**src/rtl/bank_isu_linefill_req_ctrl.sv**
```systemverilog
// Linefill read-request controller for one cache bank.
// Queues HTU linefill requests in a small FIFO and issues them as single-beat
// AR transactions tagged {set,way}. It caps the number of reads in flight and
// retires one outstanding read per BIU R beat.
module bank_isu_linefill_req_ctrl #(
  parameter int DEPTH           = 4,
  parameter int MAX_OUTSTANDING = 8,
  parameter int ADDR_WIDTH      = 32
) (
  input  logic                  clk_i,
  input  logic                  rst_i,
  input  logic                  lf_req_valid_i,
  output logic                  lf_req_ready_o,
  input  logic [2:0]            lf_req_set_i,
  input  logic [2:0]            lf_req_way_i,
  input  logic [ADDR_WIDTH-1:0] lf_req_addr_i,
  output logic                  isu_biu_arvalid_o,
  input  logic                  biu_isu_arready_i,
  output logic [ADDR_WIDTH-1:0] isu_biu_araddr_o,
  output logic [5:0]            isu_biu_arid_o,
  input  logic                  biu_isu_rvalid_i,
  output logic [6:0]            lf_outstanding_cnt_o,
  output logic                  lf_idle_o,
  output logic                  lf_err_o
);

  localparam int          PW      = $clog2(DEPTH);
  localparam logic [PW:0] PTR_ONE = (PW+1)'(1);
  localparam logic [6:0]  MAX_CNT = 7'(MAX_OUTSTANDING);

  // Pointers carry one wrap bit above the index so full and empty are distinct.
  logic [PW:0]           wr_ptr_q, wr_ptr_d;
  logic [PW:0]           rd_ptr_q, rd_ptr_d;
  logic [6:0]            cnt_q, cnt_d;
  logic                  err_q, err_d;

  // Entry storage is data only; it carries no reset.
  logic [ADDR_WIDTH-1:0] addr_mem [DEPTH];
  logic [5:0]            id_mem   [DEPTH];

  logic                  full;
  logic                  empty;
  logic                  push;
  logic                  pop;
  logic                  cnt_ok;
  logic                  arvalid;

  assign full    = (wr_ptr_q[PW] != rd_ptr_q[PW]) &&
                   (wr_ptr_q[PW-1:0] == rd_ptr_q[PW-1:0]);
  assign empty   = (wr_ptr_q == rd_ptr_q);
  assign cnt_ok  = (cnt_q < MAX_CNT);

  // arvalid cannot drop while it waits: cnt only rises on a handshake, and the
  // head only moves on a pop. AXI stability therefore needs no extra holding state.
  assign arvalid = ~empty & cnt_ok;
  assign push    = lf_req_valid_i & ~full;
  assign pop     = arvalid & biu_isu_arready_i;

  assign lf_req_ready_o       = ~full;
  assign isu_biu_arvalid_o    = arvalid;
  assign isu_biu_araddr_o     = empty ? '0 : addr_mem[rd_ptr_q[PW-1:0]];
  assign isu_biu_arid_o       = empty ? '0 : id_mem[rd_ptr_q[PW-1:0]];
  assign lf_outstanding_cnt_o = cnt_q;
  assign lf_idle_o            = empty & (cnt_q == 7'd0);
  assign lf_err_o             = err_q;

  // Next-state: pointer advance, in-flight count and sticky underflow error.
  always_comb begin
    wr_ptr_d = wr_ptr_q;
    rd_ptr_d = rd_ptr_q;
    cnt_d    = cnt_q;
    err_d    = err_q;
    if (push) begin
      wr_ptr_d = wr_ptr_q + PTR_ONE;
    end
    if (pop) begin
      rd_ptr_d = rd_ptr_q + PTR_ONE;
    end
    unique case ({pop, biu_isu_rvalid_i})
      2'b10: cnt_d = cnt_q + 7'd1;
      2'b01: begin
        // An R beat with nothing in flight is a stray: hold the count at
        // zero and flag it until the next reset.
        if (cnt_q == 7'd0) begin
          err_d = 1'b1;
        end else begin
          cnt_d = cnt_q - 7'd1;
        end
      end
      default: cnt_d = cnt_q;
    endcase
  end

  // Control state register; async reset forgets all queued and in-flight reads.
  always_ff @(posedge clk_i or posedge rst_i) begin
    if (rst_i) begin
      wr_ptr_q <= '0;
      rd_ptr_q <= '0;
      cnt_q    <= '0;
      err_q    <= 1'b0;
    end else begin
      wr_ptr_q <= wr_ptr_d;
      rd_ptr_q <= rd_ptr_d;
      cnt_q    <= cnt_d;
      err_q    <= err_d;
    end
  end

  // Entry write on push; the head is read combinationally for the AR payload.
  always_ff @(posedge clk_i) begin
    if (push) begin
      addr_mem[wr_ptr_q[PW-1:0]] <= lf_req_addr_i;
      id_mem[wr_ptr_q[PW-1:0]]   <= {lf_req_set_i, lf_req_way_i};
    end
  end

endmodule

```
**config.mk**
```make
export PLATFORM = sky130hd
export DESIGN_NAME = bank_isu_linefill_req_ctrl
export DESIGN_NICKNAME = d
export VERILOG_FILES = /design/src/rtl/bank_isu_linefill_req_ctrl.sv
export SDC_FILE = /design/constraint.sdc
export NUM_CORES = 1
export LEC_CHECK = 0
export ABC_AREA = 1
export CAP_MARGIN = 30
export CORE_MARGIN = 8
export CORE_UTILIZATION = 59
export DETAILED_ROUTE_END_ITERATION = 10
export PLACE_DENSITY_LB_ADDON = 0.1
export SKIP_CTS_REPAIR_TIMING = 1
export SLEW_MARGIN = 10
export SYNTH_ARGS = -nofsm -noshare
export SYNTH_HDL_FRONTEND = slang
export SYNTH_SLANG_ARGS = --single-unit
```
**constraint.sdc**
```tcl
create_clock -name clk_i -period 7.1 [get_ports clk_i]
set_clock_uncertainty 0.1 [all_clocks]
set_input_delay 1.065 -clock clk_i [delete_from_list [all_inputs] [get_ports clk_i]]
set_output_delay 1.065 -clock clk_i [all_outputs]
set_load 0.005 [all_outputs]
```
# After elaboration in Yosys (flattened, before gate mapping)
# Memory sizes are Yosys's and may differ from the RTL's.
# Cells that the tools add are included.
# word_totals
wordCells,34
reg_bits,14
memories,2
ram_bits,152
output_inout_bits,49
input_bits,43
# op_classes
n_eq_ne,6
bitwise,6
order_cmp,1
n_mux,6
reduce_logical,5
add_sub_neg,4
# memory_table
name,depth,word_bits,read_ports,rd_clocked_by_memory_dff,write_ports,line,text
addr_mem,4,32,1,0,1,38,logic [ADDR_WIDTH-1:0] addr_mem [DEPTH];
id_mem,4,6,1,0,1,39,logic [5:0] id_mem [DEPTH];
# op_table
op,n
2-to-1 mux 32 bit,1
one-hot mux 7 bit (2 select lines),1
adder 7 x 1 -> 7 bit (second input constant),1
logical NOT 7 bit,1
less-than comparator 7 x 4 -> 1 bit (second input constant),1
2-to-1 mux 7 bit,1
subtractor 7 x 1 -> 7 bit (second input constant),1
adder 3 x 1 -> 3 bit (second input constant),2
2-to-1 mux 6 bit,1
bitwise AND 1 bit,4
AND reduction 2 bit,2
equality test 3 bit,1
equality test 2 x 1 -> 1 bit (second input constant),1
equality test 2 bit,1
equality test 2 bit (second input constant),1
2-to-1 mux 1 bit,2
!= test 2 bit (second input constant),1
NOT 1 bit,2
nonzero test 2 bit,1
logical AND 1 bit,1
!= test 1 bit,1

# Depth between registers and ports, before layout
# Gate-level depths: netlist (run 1).
# logic_depth
depth_word,7
depth_mapped,17
depth_no_buf,17

# Worst setup path before layout (run 1)
# No wires, ideal clock.
# synth_timing
path_type,in2reg
from,in lf_req_valid_i
to,"mem addr_mem[0][0], enable pin"
cell_stages,2
setup_time_ps,433
setup_slack_ps,3725
n_path_buf,0
required_time_ps,6567
arrival_ps,2842
path_cell_list,nand2_1 > nor2_1
# synth_between
elab_chain_len,3
# synth_lines
element,line,text
start: declaration,12,"input logic lf_req_valid_i,"
bitwise AND 1 bit,56,assign push = lf_req_valid_i & ~full;
2-to-1 mux 1 bit,111,if (push) begin
2-to-1 mux 1 bit (not written as such),112,addr_mem[wr_ptr_q[PW-1:0]] <= lf_req_addr_i;
end: declaration,38,
# Every way passes these cells.

# Worst setup path in the final report (run 1)
# layout_timing
from,reg rd_ptr_q[0]
to,out isu_biu_araddr_o[1]
# layout_between
elab_chain_len,2
elab_cells_between_ends,3
classes_between,1 x eq/ne; 1 x mux; 1 x memory
# layout_lines
element,line,text
start: declaration,33,"logic [PW:0] rd_ptr_q, rd_ptr_d;"
start signal: assignment,103,rd_ptr_q <= rd_ptr_d;
memory (4 x 32 bit) / equality test 3 bit (equally long branches),--,
2-to-1 mux 32 bit (*),61,assign isu_biu_araddr_o = empty ? '0 : addr_mem[rd_ptr_q[PW-1:0]];
end: declaration,19,"output logic [ADDR_WIDTH-1:0] isu_biu_araddr_o,"
# Every way passes the cells marked *; elsewhere a longest branch is shown, timed or not.

==> results of run 1 <==
synth_stat cells, types with 2 or more instances:
master / count / area (sq um)
dfrtp_1: 14 / 350.3
o21ai_1: 9 / 45.04
inv_2: 2 / 7.510
xnor2_1: 2 / 17.52
xor2_1: 6 / 52.55
buf_2: 9 / 45.04
inv_1: 57 / 214.0
o21ai_0: 71 / 355.3
nand3_1: 8 / 40.04
edfxtp_1: 152 / 4564
ha_1: 10 / 125.1
a21oi_1: 5 / 25.02
nor2_1: 84 / 315.3
nand2_1: 65 / 244.0
o22ai_1: 38 / 237.7
clkbuf_1: 17 / 63.81
nand3_2: 3 / 30.03
nand4_1: 3 / 18.77
metal layers:
layer | track usage (%) | vias to the layer above | part of all wire [%]
met5 | 0 | - | 0
met4 | 8.352 | 0 | 1.4
met3 | 6.392 | 18 | 6.2
met2 | 32.97 | 149 | 51
met1 | 22.62 | 2211 | 41
li1 | - | 2154 | -
path summary, 6_finish.rpt:
kind | endpoint | slack, ps | cells past startpoint
min | wr_ptr_q[2]$_DFFE_PP0P_ | 400 | 1
min in group asynchronous | lf_outstanding_cnt_o[1]$_DFFE_PP0P_ | 880 | 2
min reg2reg | wr_ptr_q[2]$_DFFE_PP0P_ | 400 | 1
max | isu_biu_araddr_o[1] | 2800 | 7
max in group asynchronous | rd_ptr_q[0]$_DFFE_PP0P_ | 5650 | 2
max reg2reg | lf_outstanding_cnt_o[6]$_DFFE_PP0P_ | 3640 | 17
critical path, delay by kind of cell, from the launching register on:
family | cells | cell delay [ps]
AO/OA/AOI/OAI | 2 | 380
buffers and inverters | 4 | 1600
flip-flops | 1 | 640
AND/OR/NAND/NOR | 1 | 70
cell usage in the layout (no fill, tap or decap), types with 2 or more instances in the layout:
cell type / netlist / layout
inv_6: 0 / 3
nand3_2: 3 / 3
dfrtp_1: 14 / 13
clkinvlp_4: 0 / 2
clkdlybuf4s50_1: 0 / 91
nand3_1: 8 / 8
xnor2_1: 2 / 2
a21oi_1: 5 / 5
nor2_1: 84 / 81
inv_2: 2 / 3
xor2_1: 6 / 6
inv_1: 57 / 56
o22ai_1: 38 / 38
edfxtp_1: 152 / 152
clkbuf_1: 17 / 2
clkinv_1: 0 / 2
o21ai_1: 9 / 9
clkbuf_16: 0 / 17
buf_4: 0 / 7
ha_1: 10 / 10
bufinv_16: 0 / 4
nor2_4: 0 / 4
nand2_1: 65 / 65
nand4_1: 3 / 3
o21ai_0: 71 / 71
power by group through the flow:
stage	clock network, mW	logic (mW)	registers, mW
floorplan	0	0.890	1.41
global placement	0	1.61	1.44
detailed placement	0	1.65	1.45
CTS	0.950	1.66	1.43
global route	0.994	1.83	1.45
finish	0.944	1.65	1.43
kinds of logic after synthesis:
group           Yosys count  synth area share [%]
xor+xnor                  8                 1.026
fa+ha+maj                11                 2.125
compound gates          124                 9.820
flops                   166                 71.97
simple gates            168                 10.10
buf+inv                  87                 4.965
sequential cells by signal (all words and copies together) (netlist names):
name                  flops
lf_outstanding_cnt_o      7
rd_ptr_q                  3
id_mem                   24
lf_err_o                  1
addr_mem                128
wr_ptr_q                  3
per-stage QoR:
stage,power [mW],setup slack (ps)
after floorplan,2.305,3725
after global placement,3.051,3212
after detailed placement,3.095,3151
after CTS,4.038,2688
after global routing,4.281,2568
final,4.020,2801
area by class of cell:
type / count / area (sq um) / share of cell area [%]
tap: 143 / 178.9 / 2.101
multi-input combinational: 311 / 1603 / 18.82
sequential: 166 / 4916 / 57.72
inverter: 59 / 221.5 / 2.600
timing repair buffer: 99 / 991.0 / 11.64
clock inverter: 12 / 173.9 / 2.042
clock buffer: 19 / 432.9 / 5.083
==> out/qor.yml, run 1 <==
die_w_um: 123.6
grt_overflow: 0
relSlewSlack_pct: 55.18
antenna_found_initial: 0
ctsRootBufferMaster: "clkbuf_16"
p_sw_mw: 1.354
avgRoutedWirePerCell_um: 17.45
slew_violations: 0
setup_tns_ps: 0
route.vias.total: 4532
p_clk_share_pct: 23.5
diodes: 0
max_freq_ghz: 0.2326
synth_flop_cell: "edfxtp_1"
hold_start: "wr_ptr_q[2]$_DFFE_PP0P_"
synth_warnings: 0
fin_nets: 708
seqPwrFrac_pct: 35.5
drc_errors: 0
synthArstFlopShare_pct: 8.434
drt-vias-per-instance: 5.602
synth_seq_cells: 166
ir_drop_uv: 382.1
final_util_pct: 74.91
numCtsBuffers: 17
die_h_um: 123.6
timing.rr.start: "rd_ptr_q[1]$_DFFE_PP0P_"
first_pass_iters: 5
fp-row-count: 39
synthCells: 564
detail-route-antenna-nets: 0
clk_pin_slew_worst_paths_ps: 60
grt_first_pass_wirelength_mm: 22.47
critPathRequiredTime_ps: 5930
holdCritPathClass: "reg -> reg"
dieArea_sq_mm: 0.01527
mappedNetlistNets: 618
grt_max_degree: 46
numClockSinks: 166
cts_tree: "yes"
timing.hold.ws_ps: 396.4
crit_start: "rd_ptr_q[0]$_DFFE_PP0P_"
wl_mm: 14.12
switching_share_pct: 33.68
arrival_ps: 3130
hold_violations: 0
path_class: "reg -> out"
place_congestion: 0.7860
synth_edf_count: 152
grt_pass1_vias: 4637
worst_pin_slew_ps: 671.3
ys_seq_area_share_pct: 71.97
critPathSlowestCell: "dfrtp_2"
powerDensity_mw_per_mm2: 472.0
path_cells: "inv_2, buf_4, o21ai_0, o22ai_1, nand2_1, inv_1, clkdlybuf4s50_1"
synth_cell_types: 27
outcome: "complete, no violations"
cp-end-kind: "primary output"
layout_min_cycle_time_ps: 4299
cap_violations: 0
fill_cells: 740
cp_slowest_stage_delay_ps: 640
grt_use_total_pct: 19.58
htree_levels: 4
startpoint_type: "flip-flop"
hpwl_mm: 8.347
final-instance-count-excl-fill: 809
dp_cells: 777
placed_area_sq_mm: 0.007883
p_comb_share_pct: 41.0
rsz0062_at_grt: "no"
port_buffers: 91
p_int_mw: 2.666
leakagePower_nw: 3.241
layout-drive-gt1-share_pct: 7.357
clockBufferDepth: 2
start_util_pct: 60.06
synth_area_sq_mm: 0.006829
synth_area_per_cell_sq_um: 12.11
path_max_fanout: 40
io_pins: 92
setup_viol: 0
finalInstanceArea_sq_mm: 0.008517
drtIter0Drc: 476
syn_to_final_growth_pct: 24.72
fin_crit_sh_pct: 60.55
fp.coreArea_sq_mm: 0.01137
insertion_delay_ps: 420
(Power assumes the default switching activity.)
==> inputs of run 2 (changes only) <==
--- a/config.mk
+++ b/config.mk
@@ -8,7 +8,7 @@
 export ABC_AREA = 1
 export CAP_MARGIN = 30
 export CORE_MARGIN = 8
-export CORE_UTILIZATION = 59
+export CORE_UTILIZATION = 55
 export DETAILED_ROUTE_END_ITERATION = 10
 export PLACE_DENSITY_LB_ADDON = 0.1
 export SKIP_CTS_REPAIR_TIMING = 1
==> constraint.sdc (replaced) <==
create_clock -name clk_i -period 4.15 [get_ports clk_i]
set_clock_uncertainty 0.1 [all_clocks]
set_input_delay 0.6225 -clock clk_i [delete_from_list [all_inputs] [get_ports clk_i]]
set_output_delay 0.6225 -clock clk_i [all_outputs]
set_load 0.005 [all_outputs]
==> run 2 against run 1 <==
Compared with the run above: total power grew 67%; count of clock-buffer cells in the layout shrank 2; die area grew 6.3%; setup slack lost 2100 ps; register-to-register slack lost 2600 ps; sequential share of layout area is essentially flat; final cell count grew 3.5%; combinational power grew 75%; first-iteration DRC count shrank 23%; sequential cell count is the same; sequential power grew 69%.
==> out/qor.yml, run 2 (synthesized netlist as in run 1, its figures left out) <==
outcome: "complete, no violations"
arrival_ps: 2740
fin_crit_sh_pct: 83.53
drt-vias-per-instance: 5.252
syn_to_final_growth_pct: 24.68
clk_pin_slew_worst_paths_ps: 70
critPathRequiredTime_ps: 3430
worst_pin_slew_ps: 607.8
timing.hold.ws_ps: 399.5
p_sw_mw: 2.381
cp_slowest_stage_delay_ps: 530
grt_max_degree: 44
place_congestion: 0.7878
first_pass_iters: 5
fp-row-count: 40
grt_first_pass_wirelength_mm: 23.03
max_freq_ghz: 0.2885
ir_drop_uv: 400.7
hold_violations: 0
grt_overflow: 0
cp-end-kind: "primary output"
layout_min_cycle_time_ps: 3466
leakagePower_nw: 3.220
cp_top_family: "buffers and inverters"
htree_levels: 4
relSlewSlack_pct: 59.42
setup_tns_ps: 0
path_cells: "buf_4, xnor2_1, nand3_2, buf_4, nand2_1, inv_1, clkdlybuf4s50_1"
layout-drive-gt1-share_pct: 8.371
critPathBufInv: 4
dieArea_sq_mm: 0.01624
fill_cells: 848
p_comb_share_pct: 42.9
hpwl_mm: 8.713
pre_cts_ws_ps: 1068
route.vias.total: 4396
numCtsBuffers: 17
cts_tree: "yes"
die_w_um: 127.4
p_int_mw: 4.345
finalPower_mw: 6.725
path_common_cell: "buf_4"
p_clk_share_pct: 21.2
final-instance-count-excl-fill: 837
setup_viol: 0
diodes: 0
path_class: "reg -> out"
min_path_cells: 1
io_pins: 92
dp_cells: 805
seqPwrFrac_pct: 35.9
avgRoutedWirePerCell_um: 17.24
wl_mm: 14.43
insertion_delay_ps: 420
fin_nets: 710
slew_violations: 0
powerDensity_mw_per_mm2: 789.9
grt_pass1_vias: 4548
path_max_fanout: 41
rsz0062_at_grt: "no"
start_util_pct: 56.62
cap_violations: 0
path_depth: 7
clockBufferDepth: 2
holdCritPathClass: "reg -> reg"
largest_reg_flops: 128
final_common_cell: "edfxtp_1"
ctsRootBufferMaster: "clkbuf_16"
r2r_cells: 16
drc_errors: 0
grt_use_total_pct: 18.36
port_buffers: 91
switching_share_pct: 35.40
setup_ws_ps: 683.6
critPathSlowestCell: "clkdlybuf4s50_1"
detail-route-antenna-nets: 0
numClockSinks: 166
die_h_um: 127.4
fp.coreArea_sq_mm: 0.01206
startpoint_type: "flip-flop"
layout_common_cells: "152 x edfxtp_1, 91 x clkdlybuf4s50_1, 81 x nor2_1"
drtIter0Drc: 367
antenna_found_initial: 0
[run 2: cell count changes in the layout (fill, tap and decap cells not counted)]
cell / previous run / this run
clkinv_4: 0 / 10
bufinv_16: 4 / 0
buf_12: 0 / 2
clkbuf_1: 2 / 0
clkinv_1: 2 / 0
buf_16: 1 / 0
buf_4: 7 / 8
clkinv_2: 1 / 0
clkinvlp_4: 2 / 3
inv_6: 3 / 2
[run 2: stage by stage]
| stage | cell area [sq um] | util [%] |
|---|---|---|
| after floorplan | 6829 | - |
| after global placement | 7961 | 66.01 |
| after detailed placement | 7961 | 66.01 |
| after CTS | 8514 | 70.59 |
| after global routing | 8514 | 70.59 |
| final | 8514 | 70.59 |
[run 2: power groups by stage]
stage | clock, mW | sequential (mW) | combinational, mW
floorplan | 0 | 2.42 | 1.52
global placement | 0 | 2.44 | 2.87
detailed placement | 0 | 2.45 | 2.92
CTS | 1.45 | 2.42 | 2.94
global route | 1.52 | 2.45 | 3.22
finish | 1.43 | 2.41 | 2.88
[run 2: area by class of cell]
| class | instances | area, sq um | area share, % |
|---|---|---|---|
| flip-flops and latches | 166 | 4916 | 57.74 |
| multi-input cells | 311 | 1603 | 18.82 |
| repair buffers | 101 | 1011 | 11.87 |
| clock buffers | 17 | 425.4 | 4.996 |
| inverters | 59 | 221.5 | 2.601 |
| well taps | 168 | 210.2 | 2.469 |
| clock inverters | 15 | 127.6 | 1.499 |
[run 2: final timing paths]
kind | end | from | slack, ps
max in group asynchronous | rd_ptr_q[0]$_DFFE_PP0P_ | rst_i | 3070
min in group asynchronous | lf_outstanding_cnt_o[5]$_DFFE_PP0P_ | rst_i | 470
min reg2reg | wr_ptr_q[2]$_DFFE_PP0P_ | wr_ptr_q[2]$_DFFE_PP0P_ | 400
max | isu_biu_araddr_o[18] | rd_ptr_q[0]$_DFFE_PP0P_ | 680
min | wr_ptr_q[2]$_DFFE_PP0P_ | wr_ptr_q[2]$_DFFE_PP0P_ | 400
max reg2reg | lf_outstanding_cnt_o[6]$_DFFE_PP0P_ | rd_ptr_q[0]$_DFFE_PP0P_ | 1060
[run 2: routing by layer]
| layer | routed length (um) | global-route usage, % |
|---|---|---|
| met5 | 0 | 0 |
| met4 | 271 | 8.188 |
| met3 | 920 | 5.283 |
| met2 | 7118 | 30.31 |
| met1 | 6122 | 21.99 |
==> inputs of run 3 (changes only) <==
--- a/config.mk
+++ b/config.mk
@@ -8,7 +8,7 @@
 export ABC_AREA = 1
 export CAP_MARGIN = 30
 export CORE_MARGIN = 8
-export CORE_UTILIZATION = 55
+export CORE_UTILIZATION = 49
 export DETAILED_ROUTE_END_ITERATION = 10
 export PLACE_DENSITY_LB_ADDON = 0.1
 export SKIP_CTS_REPAIR_TIMING = 1
==> constraint.sdc (replaced) <==
create_clock -name clk_i -period 2.9 [get_ports clk_i]
set_clock_uncertainty 0.1 [all_clocks]
set_input_delay 0.435 -clock clk_i [delete_from_list [all_inputs] [get_ports clk_i]]
set_output_delay 0.435 -clock clk_i [all_outputs]
set_load 0.005 [all_outputs]
==> run 3 against run 2 <==
Compared with the run above: total power rose by 51%; sequential share of layout area is 1.3 points lower; global-route usage fell by 1.3 points; first-iteration DRC count fell by 28%; count of clock-buffer cells in the layout increased by 1; cell area grew 2.3%; register-to-register slack worse by 700 ps; critical path depth is 1 lower; critical path type unchanged; critical endpoint is now isu_biu_araddr_o[14].
==> out/qor.yml, run 3 (synthesized netlist as in run 1, its figures left out) <==
outcome: "complete, no violations"
fin_crit_sh_pct: 95.09
hold_violations: 0
p_sw_mw: 3.411
pre_cts_ws_ps: 231.7
io_pins: 92
fill_cells: 1107
insertion_delay_ps: 420
clockBufferDepth: 2
cp-end-kind: "primary output"
switching_share_pct: 33.63
clk_pin_slew_worst_paths_ps: 60
diodes: 0
die_w_um: 134.1
place_congestion: 0.7530
wl_mm: 14.98
layout_min_cycle_time_ps: 2757
detail-route-antenna-nets: 0
grt_first_pass_wirelength_mm: 23.71
relSlewSlack_pct: 62.56
leakagePower_nw: 3.319
start_util_pct: 49.58
port_buffers: 91
p_int_mw: 6.732
slew_violations: 0
hpwl_mm: 8.553
r2r-end: "lf_outstanding_cnt_o[6]$_DFFE_PP0P_"
grt_overflow: 0
r2r_cells: 15
avgRoutedWirePerCell_um: 17.48
cap_violations: 0
layout-drive-gt1-share_pct: 9.306
route.vias.total: 4502
path_class: "reg -> out"
cts_tree: "yes"
timing.rr.start: "lf_outstanding_cnt_o[6]$_DFFE_PP0P_"
placed_area_sq_mm: 0.008030
fp.coreArea_sq_mm: 0.01377
final_common_cell: "edfxtp_1"
grt_pass1_vias: 4453
syn_to_final_growth_pct: 27.56
numCtsBuffers: 17
powerDensity_mw_per_mm2: 1164
antenna_found_initial: 0
die_h_um: 134.1
dp_cells: 824
first_pass_iters: 4
critPathRequiredTime_ps: 2370
numClockSinks: 166
fp-row-count: 43
layout_common_cells: "152 x edfxtp_1, 91 x clkdlybuf4s50_1, 81 x nor2_1"
holdCritPathClass: "in -> async"
grt_max_degree: 78
p_clk_share_pct: 23.7
setup_ws_ps: 142.5
path_max_fanout: 42
dieArea_sq_mm: 0.01797
max_freq_ghz: 0.3626
largest_reg_flops: 128
worst_pin_slew_ps: 561.0
htree_levels: 4
finalInstanceArea_sq_mm: 0.008711
ir_drop_uv: 625.1
p_comb_share_pct: 42.4
drt-vias-per-instance: 5.253
drc_errors: 0
ctsRootBufferMaster: "clkbuf_16"
rsz0062_at_grt: "no"
startpoint_type: "flip-flop"
rrSetupSlack_ps: 360
fin_nets: 718
seqPwrFrac_pct: 33.9
final-instance-count-excl-fill: 857
grt_use_total_pct: 17.06
drtIter0Drc: 266
arrival_ps: 2220
setup_viol: 0
[run 3: power by group through the flow]
stage	Combinational (mW)	Sequential [mW]	Clock [mW]
final	4.30	3.43	2.40
after global routing	4.84	3.49	2.53
after CTS	4.30	3.44	2.44
after detailed placement	4.27	3.48	0
after global placement	4.23	3.46	0
after floorplan	2.18	3.46	0
[run 3: area by class of cell]
type,count,area (sq um),area share [%]
Clock buffer,18,429.2,4.927
Clock inverter,14,205.2,2.356
Inverter,59,221.5,2.542
Multi-Input combinational cell,311,1609,18.47
Sequential cell,166,4917,56.45
Tap cell,180,225.2,2.585
Timing Repair Buffer,109,1104,12.67
[run 3: worst max path at each step]
stage | from | endpoint | slack [ps] | cells past startpoint
floorplan | rd_ptr_q[0]$_DFFE_PP0P_ | addr_mem[0][0]$_DFFE_PP_ | -130 | 4
global placement | biu_isu_arready_i | lf_outstanding_cnt_o[6]$_DFFE_PP0P_ | 300 | 14
detailed placement | biu_isu_arready_i | lf_outstanding_cnt_o[6]$_DFFE_PP0P_ | 230 | 14
CTS | rd_ptr_q[0]$_DFFE_PP0P_ | isu_biu_araddr_o[14] | 7 | 6
global route | wr_ptr_q[1]$_DFFE_PP0P_ | isu_biu_araddr_o[2] | 20 | 8
finish | rd_ptr_q[0]$_DFFE_PP0P_ | isu_biu_araddr_o[14] | 140 | 6
[run 3: metal layers]
metal / wire (um) / vias up / GRT usage (%)
met5: 0 / - / 0
met4: 105 / 0 / 7.361
met3: 869 / 9 / 4.450
met2: 7319 / 113 / 26.86
met1: 6684 / 2208 / 21.92
li1: - / 2172 / -
[run 3: stage by stage]
stage	total power [mW]	hold slack (ps)	setup TNS [ps]	util [%]
finish	10.14	267.3	0	63.24
global placement	7.692	388.5	0	58.30
global route	10.87	320.5	0	63.24
floorplan	5.643	224.2	-14570	-
CTS	10.18	281.5	0	62.91
detailed placement	7.750	384.2	0	58.30
[run 3: worst max-delay path: stages, from the launching register on]
cell             delay (ps)
dfrtp_2                 420
buf_6                   320
o21ai_0                 180
o22ai_1                 220
nand2_1                  90
inv_1                    80
clkdlybuf4s50_1         490
==> RTL change 1, RTL diff (flow settings as in run 2) <==
Change the parameter `ADDR_WIDTH` from 32 to 64.
--- a/src/rtl/bank_isu_linefill_req_ctrl.sv
+++ b/src/rtl/bank_isu_linefill_req_ctrl.sv
@@ -7,3 +7,3 @@
   parameter int MAX_OUTSTANDING = 8,
-  parameter int ADDR_WIDTH      = 32
+  parameter int ADDR_WIDTH      = 64
 ) (
Ports: changed (resized isu_biu_araddr_o and lf_req_addr_i); port bits go from 92 to 156. The function was not compared with the original's and may differ.
==> RTL change 1 against run 2 <==
  * Sequential cell count up 128
  * Wire length up 75%
  * Power up 71%
  * Cell area up 71%
  * Global-route usage up 0.74 points
  * Via count up 71%
  * Synthesized area up 73%
  * Setup slack worse by 0.082 ns
  * Core utilization down 1.5 points
==> RTL change 1: results (changes against run 2) <==
Syn Nets=1,028 (+66%); Final #Nets=1,175 (+65%); Yosys warnings=0 (unchanged); Root Driver=clkbuf_16; largest net degree at the start of global routing=79 (+80%); H-tree depth=1 (-3); Post-synth EDFFs=280 (+84%); max FFs per register=256 (+100%); VDD IR max=0.000483 V (+21%); Post-DP HPWL=14,600 µm (+68%); R2R depth=13 (-3); met1 WL=10,600 µm (+74%); status=completed; worst-path maximum fanout=55 (+34%); Async S/R FF share, synth=0.0476 (-0.0367); global-route wire length before repair=40,300 µm (+75%); port buffer count=155 (+70%); sequential area share after synthesis=0.741 (+0.0210); met2 WL=12,400 µm (+74%); clock-pin slew on the worst setup and hold paths=0.06 ns; clk_lat worst skew=0.53 ns (+0.11 ns); gp weighted congestion=0.833 (+5.7%); Worst Path Arrival=2.83 ns (+0.09 ns); post-synthesis mux area share=0 (unchanged); Post-Synth Adder-Cell Area=0.0123 (-0.00898); WL met3=1930 µm (+110%); Iter 0 DRT Violations=515 (+40%); vias per cell=5.44 (+3.5%); antenna violations before repair=2 (+2); synth top area cells=edfxtp_1 71%, o21ai_0 6.0%, nor2_1 4.7%; Net Sw Frac=0.341 (-0.0125); Netlist cell types=32 (+19%); pre-CTS setup slack=1.14 ns (+0.0718 ns); final-layout fill cell count=1,503 (+77%); drt pass-1 iters=5 (unchanged); Num CTS Buffers=28 (+11); Synth top cells by count=280 x edfxtp_1, 148 x nor2_1, 142 x o21ai_0; Leakage=0.00540 µW (+68%); Max Root-Sink Buffers=3 (+1); DR top layer=met5; number of global-route vias before repair=7,671 (+69%); worst rel slew slack=0.466 (-0.128); layout cell share with drive strength beyond 1=0.0694 (-0.0143); Top FF cell, synth=edfxtp_1; Synth Area in XOR/XNOR=0.00656 (-0.00370); drt total wl=25,300 µm (+75%); aggregate global-route resource usage=0.191 (+0.00742); ant diodes=0 (unchanged); dpl cell area=13,700 µm² (+72%); post-synthesis compound-gate area fraction=0.101 (+0.00253); HP Class=in -> async
[RTL change 1: cell types whose count changed in the layout (fill, tap and decap cells not counted), moves of 10 or more]
cell	run 2	this run
clkinv_4	10	0
o22ai_1	38	70
clkbuf_16	17	29
o21ai_0	71	142
inv_1	56	87
edfxtp_1	152	280
nor2_1	81	145
clkdlybuf4s50_1	91	155
nand2_1	65	96
[RTL change 1: cell families (layout without fill, tap and decap cells)]
group / after synthesis / count (layout)
buffers and inverters: 145 / 312
AO/OA/AOI/OAI: 220 / 220
flip-flops: 294 / 294
AND/OR/NAND/NOR: 264 / 264
XOR/XNOR: 8 / 8
adder cells (fa/ha/maj): 11 / 11
[RTL change 1: stage by stage]
step / power (µW) / cells
finish: 11500 / 1384
global route: 12300 / 1384
CTS: 11700 / 1384
detailed placement: 9230 / 1334
global placement: 9160 / 1334
floorplan: 6810 / 942
[RTL change 1: final cells by class]
| cell class | count | area, µm² | share of cell area |
|---|---|---|---|
| Inverter | 91 | 349 | 0.0240 |
| Sequential cell | 294 | 8760 | 0.602 |
| Clock inverter | 16 | 131 | 0.00902 |
| Clock buffer | 34 | 744 | 0.0511 |
| Timing Repair Buffer | 171 | 1720 | 0.118 |
| Multi-Input combinational cell | 503 | 2510 | 0.172 |
| Tap cell | 275 | 344 | 0.0236 |
[RTL change 1: worst paths after layout]
| check | slack (ns) | start | to |
|---|---|---|---|
| max in group asynchronous | 3.16 | rst_i | rd_ptr_q[0] |
| worst max register to register | 1.10 | rd_ptr_q[0] | lf_outstanding_cnt_o[5] |
| worst max-delay path | 0.60 | rd_ptr_q[0] | isu_biu_araddr_o[8] |
| worst min-delay path | 0.36 | rst_i | lf_outstanding_cnt_o[2] |
| min in group clk_i | 0.41 | lf_err_o | lf_err_o |
| worst min register to register | 0.41 | lf_err_o | lf_err_o |
[RTL change 1: per-layer routing]
layer / global-route usage / up-vias
li1: - / 3614
met1: 0.245 / 3639
met2: 0.330 / 237
met3: 0.0420 / 32
met4: 0.0392 / 4
met5: 0 / -
[RTL change 1: power groups by stage]
| stage | registers (µW) | clock network [µW] | logic (µW) |
|---|---|---|---|
| after global placement | 4230 | 0 | 4930 |
| after floorplan | 4250 | 0 | 2560 |
| after CTS | 4190 | 2450 | 5020 |
| after detailed placement | 4240 | 0 | 4980 |
| final | 4190 | 2400 | 4920 |
| after global routing | 4240 | 2580 | 5500 |
[RTL change 1: worst max-delay path: stages (launching register included)]
cell             delay [ns]
dfrtp_4                0.51
inv_4                  0.46
buf_12                 0.29
o21ai_0                0.12
o22ai_1                0.25
nand2_1                0.09
inv_1                  0.07
clkdlybuf4s50_1        0.49
==> RTL change 2, RTL diff (settings of run 2) <==
Made on the original files. Make the reset (`rst_i`) synchronous in one clocked block. Comments in the files are not updated.
--- a/src/rtl/bank_isu_linefill_req_ctrl.sv
+++ b/src/rtl/bank_isu_linefill_req_ctrl.sv
@@ -94,3 +94,3 @@
   // Control state register; async reset forgets all queued and in-flight reads.
-  always_ff @(posedge clk_i or posedge rst_i) begin
+  always_ff @(posedge clk_i) begin
     if (rst_i) begin
Behaviour: differs if rst_i is asserted again (counterexample within 4 cycles, from zero or initial values and one cycle with rst_i high); with rst_i held inactive, the same outputs for 10 cycles.
==> RTL change 2 against run 2 <==
  * Wire length down 0.19%
  * Sequential cell count increased by 2
  * Fmax grew 3.1%
  * Setup slack better by 0.10 ns
  * Power shrank 19%
  * Synthesized area grew 1.4%
  * Cell area increased by 1.0%
==> RTL change 2: results (changes against run 2) <==
VDD IR max=0.000409 V (+2.1%); syn avg cell area=12.0 µm² (-1.2%); WHS Path Cells=1 (unchanged); Syn Nets=633 (+2.4%); Iter 0 DRT Violations=354 (-3.5%); vias per cell=5.38 (+2.4%); Netlist cell types=32 (+19%); status=completed; reg-to-reg endpoint=lf_outstanding_cnt_o[6]; Leakage=0.00323 µW (+0.29%); drt pass-1 iters=5 (unchanged); sequential area share after synthesis=0.705 (-0.0143); slowest library cell on the worst path=inv_2; Post-DP HPWL=8940 µm (+2.6%); number of global-route vias before repair=4,599 (+1.1%); via count of the routed design=4,602 (+4.7%); placed instance count=823 (+2.2%); dpl cell area=8060 µm² (+1.2%); layout cell share with drive strength beyond 1=0.0805 (-0.00318); worst slew pin tran=0.745 ns (+0.137 ns); final-layout fill cell count=925 (+9.1%); synth top area cells=edfxtp_1 66%, nor2_1 6.9%, o32ai_1 4.8%; aggregate global-route resource usage=0.180 (-0.00376); Synth top cells by count=152 x edfxtp_1, 128 x nor2_1, 62 x nand2_1; Final #Nets=724 (+2.0%); Async S/R FF share, synth=0 (-0.0843); R2R depth=15 (-1); antenna violations before repair=0 (unchanged); clock-pin slew on the worst setup and hold paths=~0.06 ns; Hold Path Origin=lf_err_o; gp weighted congestion=0.809 (+2.7%); drt total wl=14,400 µm (-0.19%); FF-to-FF Start=lf_outstanding_cnt_o[6]; hold path endpoint=lf_err_o; largest net degree at the start of global routing=77 (+75%); worst-path maximum fanout=40 (-2.4%); global-route wire length before repair=22,800 µm (-0.84%); R2R Setup Slk=1.61 ns (+0.55 ns)
==> RTL change 2: cell types whose count changed after synthesis, moves of 6 or more <==
| cell | delta |
|---|---|
| dfxtp_1 | +16 |
| a21oi_1 | +6 |
| clkbuf_1 | -6 |
| o32ai_1 | +38 |
| o21ai_0 | -28 |
| nor2_1 | +44 |
| dfrtp_1 | -14 |
| o22ai_1 | -38 |
| buf_1 | +8 |
==> RTL change 2: metal layers <==
metal | track usage | vias to the layer above | wire, µm
li1 | - | 2219 | -
met5 | 0 | - | 0
met2 | 0.302 | 135 | 7290
met3 | 0.0474 | 19 | 831
met1 | 0.217 | 2229 | 6070
met4 | 0.0692 | 0 | 218
==> RTL change 2: where the power goes <==
part           total [µW]  switching, µW  internal, µW
combinational        1920           1010           917
clock                1440            617           819
sequential           2070           94.5          1980
==> RTL change 2: per-stage QoR <==
stage          hold slack [ns]  setup WS (ns)   util  total power [µW]
6_report                 0.391          0.787  0.690              5430
5_1_grt                  0.407          0.608  0.690              5750
4_1_cts                  0.391          0.754  0.690              5490
3_5_place_dp             0.365           1.20  0.647              4060
3_3_place_gp             0.358           1.25  0.647              4020
2_1_floorplan            0.364           1.14      -              3160
==> RTL change 2: logic make-up (layout without fill, tap and decap cells) <==
family / count (synthesis) / after routing / synth area share
flops: 168 / 168 / 0.705
fa+ha+maj: 11 / 11 / 0.0210
simple gates: 207 / 207 / 0.121
xor+xnor: 6 / 6 / 0.00867
buf+inv: 87 / 191 / 0.0499
compound gates: 100 / 100 / 0.0938
other cells: 0 / 1 / 0
==> RTL change 2: how the worst max path moves through the flow <==
stage / start / end / slack (ns) / cells past startpoint
floorplan: wr_ptr_q[1] / addr_mem[3][0] / 1.14 / 6
global placement: register / isu_biu_araddr_o[1] / 1.25 / 7
detailed placement: register / isu_biu_araddr_o[4] / 1.20 / 7
CTS: register / isu_biu_araddr_o[4] / 0.75 / 7
global route: register / isu_biu_araddr_o[12] / 0.61 / 7
finish: register / isu_biu_araddr_o[13] / 0.79 / 7
==> RTL change 2: area by class of cell <==
type                            instances  area (µm²)  area share
Antenna cell                            1        2.50    0.000291
Tap cell                              172         215      0.0250
Multi-Input combinational cell        324        1730       0.201
Sequential cell                       168        4890       0.568
Inverter                               57         214      0.0249
Clock buffer                           19         433      0.0503
Timing Repair Buffer                  102        1020       0.118
Clock inverter                         13         108      0.0125
==> RTL change 2: worst max-delay path, delay by kind of cell (launching register included) <==
| family | cells | cell delay, ns |
|---|---|---|
| flip-flops | 1 | 0.32 |
| buffers and inverters | 4 | 1.44 |
| AND/OR/NAND/NOR | 2 | 0.16 |
| AO/OA/AOI/OAI | 1 | 0.29 |
